==> src/rtl/goertzel_pkg.sv <==
// Shared types and constants for the Goertzel measurement sequencer and its sample counter.
package goertzel_pkg;

  localparam int NF_DEF  = 12;
  localparam int FW_DEF  = 32;
  localparam int CW_DEF  = 32;
  localparam int NSW_DEF = 32;

  // Bit positions of the sequencer flags inside the SPI status register.
  localparam int STATUS_CORDIC_MSK = 0;
  localparam int STATUS_HERZEL_MSK = 1;

  typedef enum logic [2:0] {
    IDLE,
    COEF_REQ,
    COEF_WR,
    CLEAR,
    ACCUM,
    FINAL,
    WAIT
  } state_t;

endpackage

==> src/rtl/goertzel_smp_ctr.sv <==
// Saturating sample counter: counts accepted samples up to limit and flags the step that reaches it.
module goertzel_smp_ctr #(
  parameter int NSW = goertzel_pkg::NSW_DEF
) (
  input  logic           clk,
  input  logic           clr,
  input  logic           inc,
  input  logic [NSW-1:0] limit,
  output logic [NSW-1:0] cnt,
  output logic           last
);

  // High during the increment that makes cnt equal to limit.
  assign last = inc && (cnt == limit - NSW'(1));

  always_ff @(posedge clk) begin
    if (clr) begin
      cnt <= '0;
    end else if (inc && (cnt != limit)) begin
      cnt <= cnt + NSW'(1);
    end
  end

endmodule

==> src/rtl/goertzel_seq.sv <==
// Measurement sequencer: loads all bin coefficients through the shared CORDIC, gates
// num_samp samples into the bin bank, issues the final step and collects per-bin valids.
module goertzel_seq
  import goertzel_pkg::*;
#(
  parameter int NF  = NF_DEF,
  parameter int FW  = FW_DEF,
  parameter int CW  = CW_DEF,
  parameter int NSW = NSW_DEF
) (
  input  logic                  clk,
  input  logic                  rst,
  input  logic                  start,
  input  logic                  abort,
  input  logic [NF*FW-1:0]      freq,
  input  logic [FW-1:0]         samp_freq,
  input  logic [NSW-1:0]        num_samp,
  output logic                  cordic_req,
  output logic [FW-1:0]         cordic_freq,
  output logic [FW-1:0]         cordic_fs,
  input  logic                  cordic_ack,
  input  logic [CW-1:0]         cordic_coef,
  output logic                  coef_we,
  output logic [$clog2(NF)-1:0] coef_idx,
  output logic [CW-1:0]         coef_data,
  input  logic                  smp_valid,
  output logic                  bank_clear,
  output logic                  smp_step,
  output logic                  bank_final,
  input  logic [NF-1:0]         bank_valid,
  output logic                  stat_coef,
  output logic                  stat_done,
  output logic                  stat_err,
  output logic [NSW-1:0]        smp_cnt,
  output state_t                state
);

  localparam int IW = $clog2(NF);

  logic [IW-1:0] idx;
  logic [NF-1:0] bv_q;
  logic [NF-1:0] seen;
  logic [FW-1:0] freq_arr [NF];
  logic          last_step;
  logic          ctr_clr;

  always_comb begin
    for (int i = 0; i < NF; i++) begin
      freq_arr[i] = freq[i*FW +: FW];
    end
  end

  // Steps go to the bank in the same cycle as the sample; abort suppresses them at once.
  assign smp_step = smp_valid && (state == ACCUM) && !abort && !rst;
  assign ctr_clr  = rst || abort || (state == CLEAR);

  goertzel_smp_ctr #(.NSW(NSW)) u_smp_ctr (
    .clk   (clk),
    .clr   (ctr_clr),
    .inc   (smp_step),
    .limit (num_samp),
    .cnt   (smp_cnt),
    .last  (last_step)
  );

  // CORDIC handshake: cordic_req stays high with cordic_freq/cordic_fs stable until the
  // single-cycle cordic_ack; cordic_coef is captured on that cycle and req drops on the same edge.
  always_ff @(posedge clk) begin
    if (rst || abort) begin
      state       <= IDLE;
      idx         <= '0;
      cordic_req  <= 1'b0;
      cordic_freq <= '0;
      cordic_fs   <= '0;
      coef_we     <= 1'b0;
      coef_idx    <= '0;
      coef_data   <= '0;
      bank_clear  <= 1'b0;
      bank_final  <= 1'b0;
      stat_coef   <= 1'b0;
      stat_done   <= 1'b0;
      stat_err    <= 1'b0;
      bv_q        <= '0;
      seen        <= '0;
    end else begin
      coef_we    <= 1'b0;
      bank_clear <= 1'b0;
      bank_final <= 1'b0;
      bv_q       <= bank_valid;
      case (state)
        IDLE: begin
          if (start) begin
            if ((num_samp != '0) && (samp_freq != '0)) begin
              stat_err    <= 1'b0;
              stat_coef   <= 1'b0;
              stat_done   <= 1'b0;
              idx         <= '0;
              cordic_req  <= 1'b1;
              cordic_freq <= freq_arr[0];
              cordic_fs   <= samp_freq;
              state       <= COEF_REQ;
            end else begin
              stat_err <= 1'b1;
            end
          end
        end
        COEF_REQ: begin
          // Re-entry after a write leaves req low for one idle cycle before reissuing.
          if (!cordic_req) begin
            cordic_req  <= 1'b1;
            cordic_freq <= freq_arr[idx];
            cordic_fs   <= samp_freq;
          end else if (cordic_ack) begin
            cordic_req <= 1'b0;
            coef_we    <= 1'b1;
            coef_idx   <= idx;
            coef_data  <= cordic_coef;
            state      <= COEF_WR;
          end
        end
        COEF_WR: begin
          if (idx == IW'(NF - 1)) begin
            bank_clear <= 1'b1;
            state      <= CLEAR;
          end else begin
            idx   <= idx + 1'b1;
            state <= COEF_REQ;
          end
        end
        CLEAR: begin
          stat_coef <= 1'b1;
          state     <= ACCUM;
        end
        ACCUM: begin
          if (last_step) begin
            bank_final <= 1'b1;
            state      <= FINAL;
          end
        end
        FINAL: begin
          seen  <= '0;
          state <= WAIT;
        end
        WAIT: begin
          seen <= seen | bv_q;
          if (&(seen | bv_q)) begin
            stat_done <= 1'b1;
            state     <= IDLE;
          end
        end
        default: state <= IDLE;
      endcase
    end
  end

endmodule

==> config.mk <==
export PLATFORM = sky130hd
export DESIGN_NAME = goertzel_seq
export DESIGN_NICKNAME = d
export VERILOG_FILES = /design/src/rtl/goertzel_pkg.sv /design/src/rtl/goertzel_smp_ctr.sv /design/src/rtl/goertzel_seq.sv
export SDC_FILE = /design/constraint.sdc
export NUM_CORES = 1
export LEC_CHECK = 0
export BUFFER_PORTS_ARGS = -buffer_cell sky130_fd_sc_hd__buf_2
export CAP_MARGIN = 5
export CORE_AREA = 2 2 252 254
export DETAILED_ROUTE_END_ITERATION = 8
export DIE_AREA = 0 0 254 256
export PLACE_DENSITY_LB_ADDON = 0.25
export SKIP_CTS_REPAIR_TIMING = 1
export SLEW_MARGIN = 20
export SYNTH_ARGS = -nofsm -noshare
export SYNTH_HDL_FRONTEND = slang
export SYNTH_HIERARCHICAL = 1
export SYNTH_SLANG_ARGS = --single-unit
==> constraint.sdc <==
create_clock -name clk -period 4.4 [get_ports clk]
set_input_delay 0.88 -clock clk [delete_from_list [all_inputs] [get_ports clk]]
set_output_delay 0.88 -clock clk [all_outputs]
set_load 0.005 [all_outputs]
==> summary.txt <==
Syn Inst Count = 1,228
highest clock rate = 0.2570 GHz
Synth Flop Type = dfxtp_1
H-Tree Depth = 4
area grow syn2layout = 42.65%
first-pass GRT wire length = 88.88 mm
setup violators final = 0
TritonRoute pass-1 iters = 5
Min-Delay Path Class = reg -> reg
Via Count = 12,540
critical-path cell with the highest stage delay = nor3b_1
non-filler cells, final = 2,710
Max rail drop VDD = 0.0002084 V
Core Box Area = 0.06239 mm^2
Starting Density = 0.1793
HPWL Detailed = 52.35 mm
delay-heaviest family, CP = simple AND/OR/NAND/NOR gates
Layout Utilization = 0.2558
Static Leak = 6.398 nW
reg2reg start = state[2]$_SDFFE_PP0P_
vias in the first global route = 12,790
critical path class = in -> reg
crit path cell chain = buf_2 -> inv_1 -> ha_1 -> nor3b_1 -> nand4_1 -> buf_4 -> nor4_1 -> and3_1 -> o221ai_1 -> a221o_1 -> nor3_1 -> buf_4 -> nand2b_1 -> a31oi_1 -> a21oi_1 -> a311oi_1
Worst-path clk slew = 0.07 ns
Overall Power = 3.939 mW
Hold EP = cordic_freq[29]$_SDFFE_PP0P_
DRC viols = 0
Final Cycle Share = 0.8843
Avg Cell Area, Syn = 9.112 um^2
Multi-input gate area = 0.007246 mm^2
cts bufs inserted = 17
Slowest Stage Delay on Critical Path = 0.43 ns
crit start category = input pin
Final #Nets = 2,331
die area = 0.06502 mm^2
flops & latches, synth = 170
CTS root buf = clkbuf_16
Skew-Pair Late Insertion Delay = 0.50 ns
worst r2r dst = state[1]$_SDFFE_PP0P_
total track usage = 0.1909
WL/cell = 23.36 um
number of synthesized flops with an enable pin = 0
worst hold path depth = 2
row count = 92
Worst Skew = 0.02467 ns
fin. max-slew vios = 0
Port Buf Inserts = 640
min cycle time layout = 3.891 ns
R2R Setup Slk = 0.86 ns
Rel. slew slack = 0.3942
Final Hold Viols = 0
max_cap viols = 0
GPL Wtd Cong = 0.9649
Crit Path Max Fanout = 6
Critical Path End Type = register
FF/Latch Area = 0.003416 mm^2
pwr/cell area = 246.8 mW/mm^2
syn nets = 1,729
largest net degree at the start of global routing = 72
status = completed
CTS Buffer Depth = 2
layout cell share with drive strength beyond 1 = 0.4531
Hold Startpoint = cordic_freq[29]$_SDFFE_PP0P_
synth warn = 6
Mapped Area = 0.01119 mm^2
Least-Margin Pin Slew = 0.9068 ns
die height = 256 um
Final ANT Viol Nets = 0
Worst EP required = 4.79 ns
drt via density = 4.625
Filler cells = 6,977
TNS Setup = 0 ns
crit path DAT = 4.28 ns
Most common cell on crit path = buf_4
Hold Slack = 0.4492 ns
RSZ-0062 raised after global routing = no
cells on worst reg2reg path = 15
IO Pins = 641
initial antenna violation count = 50
fraction of registers with async set/reset = 0
Die X = 254 um
CTS tree = yes
placed cell count = 2,657
Overflow after GRT = 0
Buf/Inv on CP = 4
Distinct cells, synth = 69
clk sinks = 170
Starting DRT DRC Count = 773
Seq/Total Area, Yosys = 0.3041
total routed wirelength = 63.31 mm
worst max-delay path by stage:
stage,start,to,slack [ns],cells after the start
4_1_cts,num_samp[0],state[1]$_SDFFE_PP0P_,0.57,16
2_1_floorplan,abort,state[1]$_SDFFE_PP0P_,0.37,14
3_5_place_dp,num_samp[0],state[1]$_SDFFE_PP0P_,0.05,16
6_report,num_samp[0],state[1]$_SDFFE_PP0P_,0.51,16
3_3_place_gp,num_samp[0],state[1]$_SDFFE_PP0P_,0.09,16
5_1_grt,num_samp[0],state[1]$_SDFFE_PP0P_,0.24,16
routing by layer:
layer | up-vias | wire, um | GRT usage
met5 | - | 78 | 0
li1 | 5825 | - | -
met3 | 128 | 4094 | 0.04882
met4 | 14 | 3381 | 0.1005
met2 | 533 | 32060 | 0.3389
met1 | 6035 | 23700 | 0.2070
state kept, by name, summed over array words and instances, names as in the netlist, 3 cells and up:
register / count
cordic_fs: 32
bv_q: 12
coef_data: 32
seen: 12
u_smp_ctr/cnt: 32
cordic_freq: 32
idx: 4
state: 3
coef_idx: 4
metrics by stage:
step	instance area, um^2	setup WS, ns
floorplan	11190	0.3662
detailed placement	15340	0.04753
CTS	15910	0.5712
finish	15960	0.5091
global placement	15340	0.09480
global route	15950	0.2442
cells by family after synthesis:
group           count (synthesis)  share of synthesized area
flops                         170                     0.3041
simple gates                  416                     0.1814
xor+xnor                       68                    0.05323
buf+inv                       120                    0.05077
fa+ha+maj                       3                   0.003355
mux                           166                     0.2517
compound gates                285                     0.1554
worst reg2reg max path, delay by kind of cell (launching register included):
family / cells / cell delay, ns
buffers and inverters: 3 / 0.59
flip-flops: 1 / 0.54
AND/OR/NAND/NOR: 8 / 1.33
AO/OA/AOI/OAI: 4 / 0.99
final cells by class:
type	count	share of cell area
timing repair buffer	686	0.2231
tap	846	0.06632
inverter	17	0.003998
clock inverter	12	0.006741
antenna	21	0.003292
sequential	170	0.2140
multi-input combinational	938	0.4539
clock buffer	20	0.02861
cell usage after synthesis, types with 7 or more instances:
library cell  number  area (um^2)
nand4_1           20        125.1
buf_2             25        125.1
nand2_1          126        473.0
and2_1            13        81.33
or4_1              8        60.06
o21ai_1           32        160.2
clkbuf_1          54        202.7
xnor2_1           48        420.4
dfxtp_1          170         3403
a21oi_1          118        590.6
or3_1             15        93.84
a31oi_1            7        43.79
buf_6              7        78.83
nor4_1            27        168.9
buf_4              9        67.56
o21ai_0           53        265.3
mux4_2            92         2072
buf_1              8        30.03
mux2i_1           71        710.7
nor3_1            29        145.1
and3_1            10        62.56
nor2_1           104        390.4
nand3_1           21        105.1
o22ai_1            8        50.05
inv_1             17        63.81
nor2b_1           11        68.82
o2111ai_1         29        254.0
xor2_1            20        175.2
placed cells by master, fill, tap and decap left out, drive strengths merged, types with 7 or more instances in the layout:
cell / instances
clkbuf: 20
a31oi: 7
and2: 14
inv: 23
o21ai: 85
buf: 686
and3: 10
or4: 9
o22ai: 10
nand4: 20
nor2b: 11
mux4: 92
nor2: 107
xnor2: 48
diode: 21
nor3: 30
nand2: 127
a21oi: 118
or3: 15
nor4: 28
dfxtp: 170
mux2i: 71
o2111ai: 30
nand3: 21
xor2: 20
report_power, final:
part           leakage [nW]  total (mW)  switching, mW  internal, mW
clock                 0.271        1.53          0.762         0.770
sequential             1.38        1.61         0.0327          1.58
combinational          4.75       0.798          0.415         0.383
total                  6.40        3.94           1.21          2.73
Power figures use the tool's default switching activity.
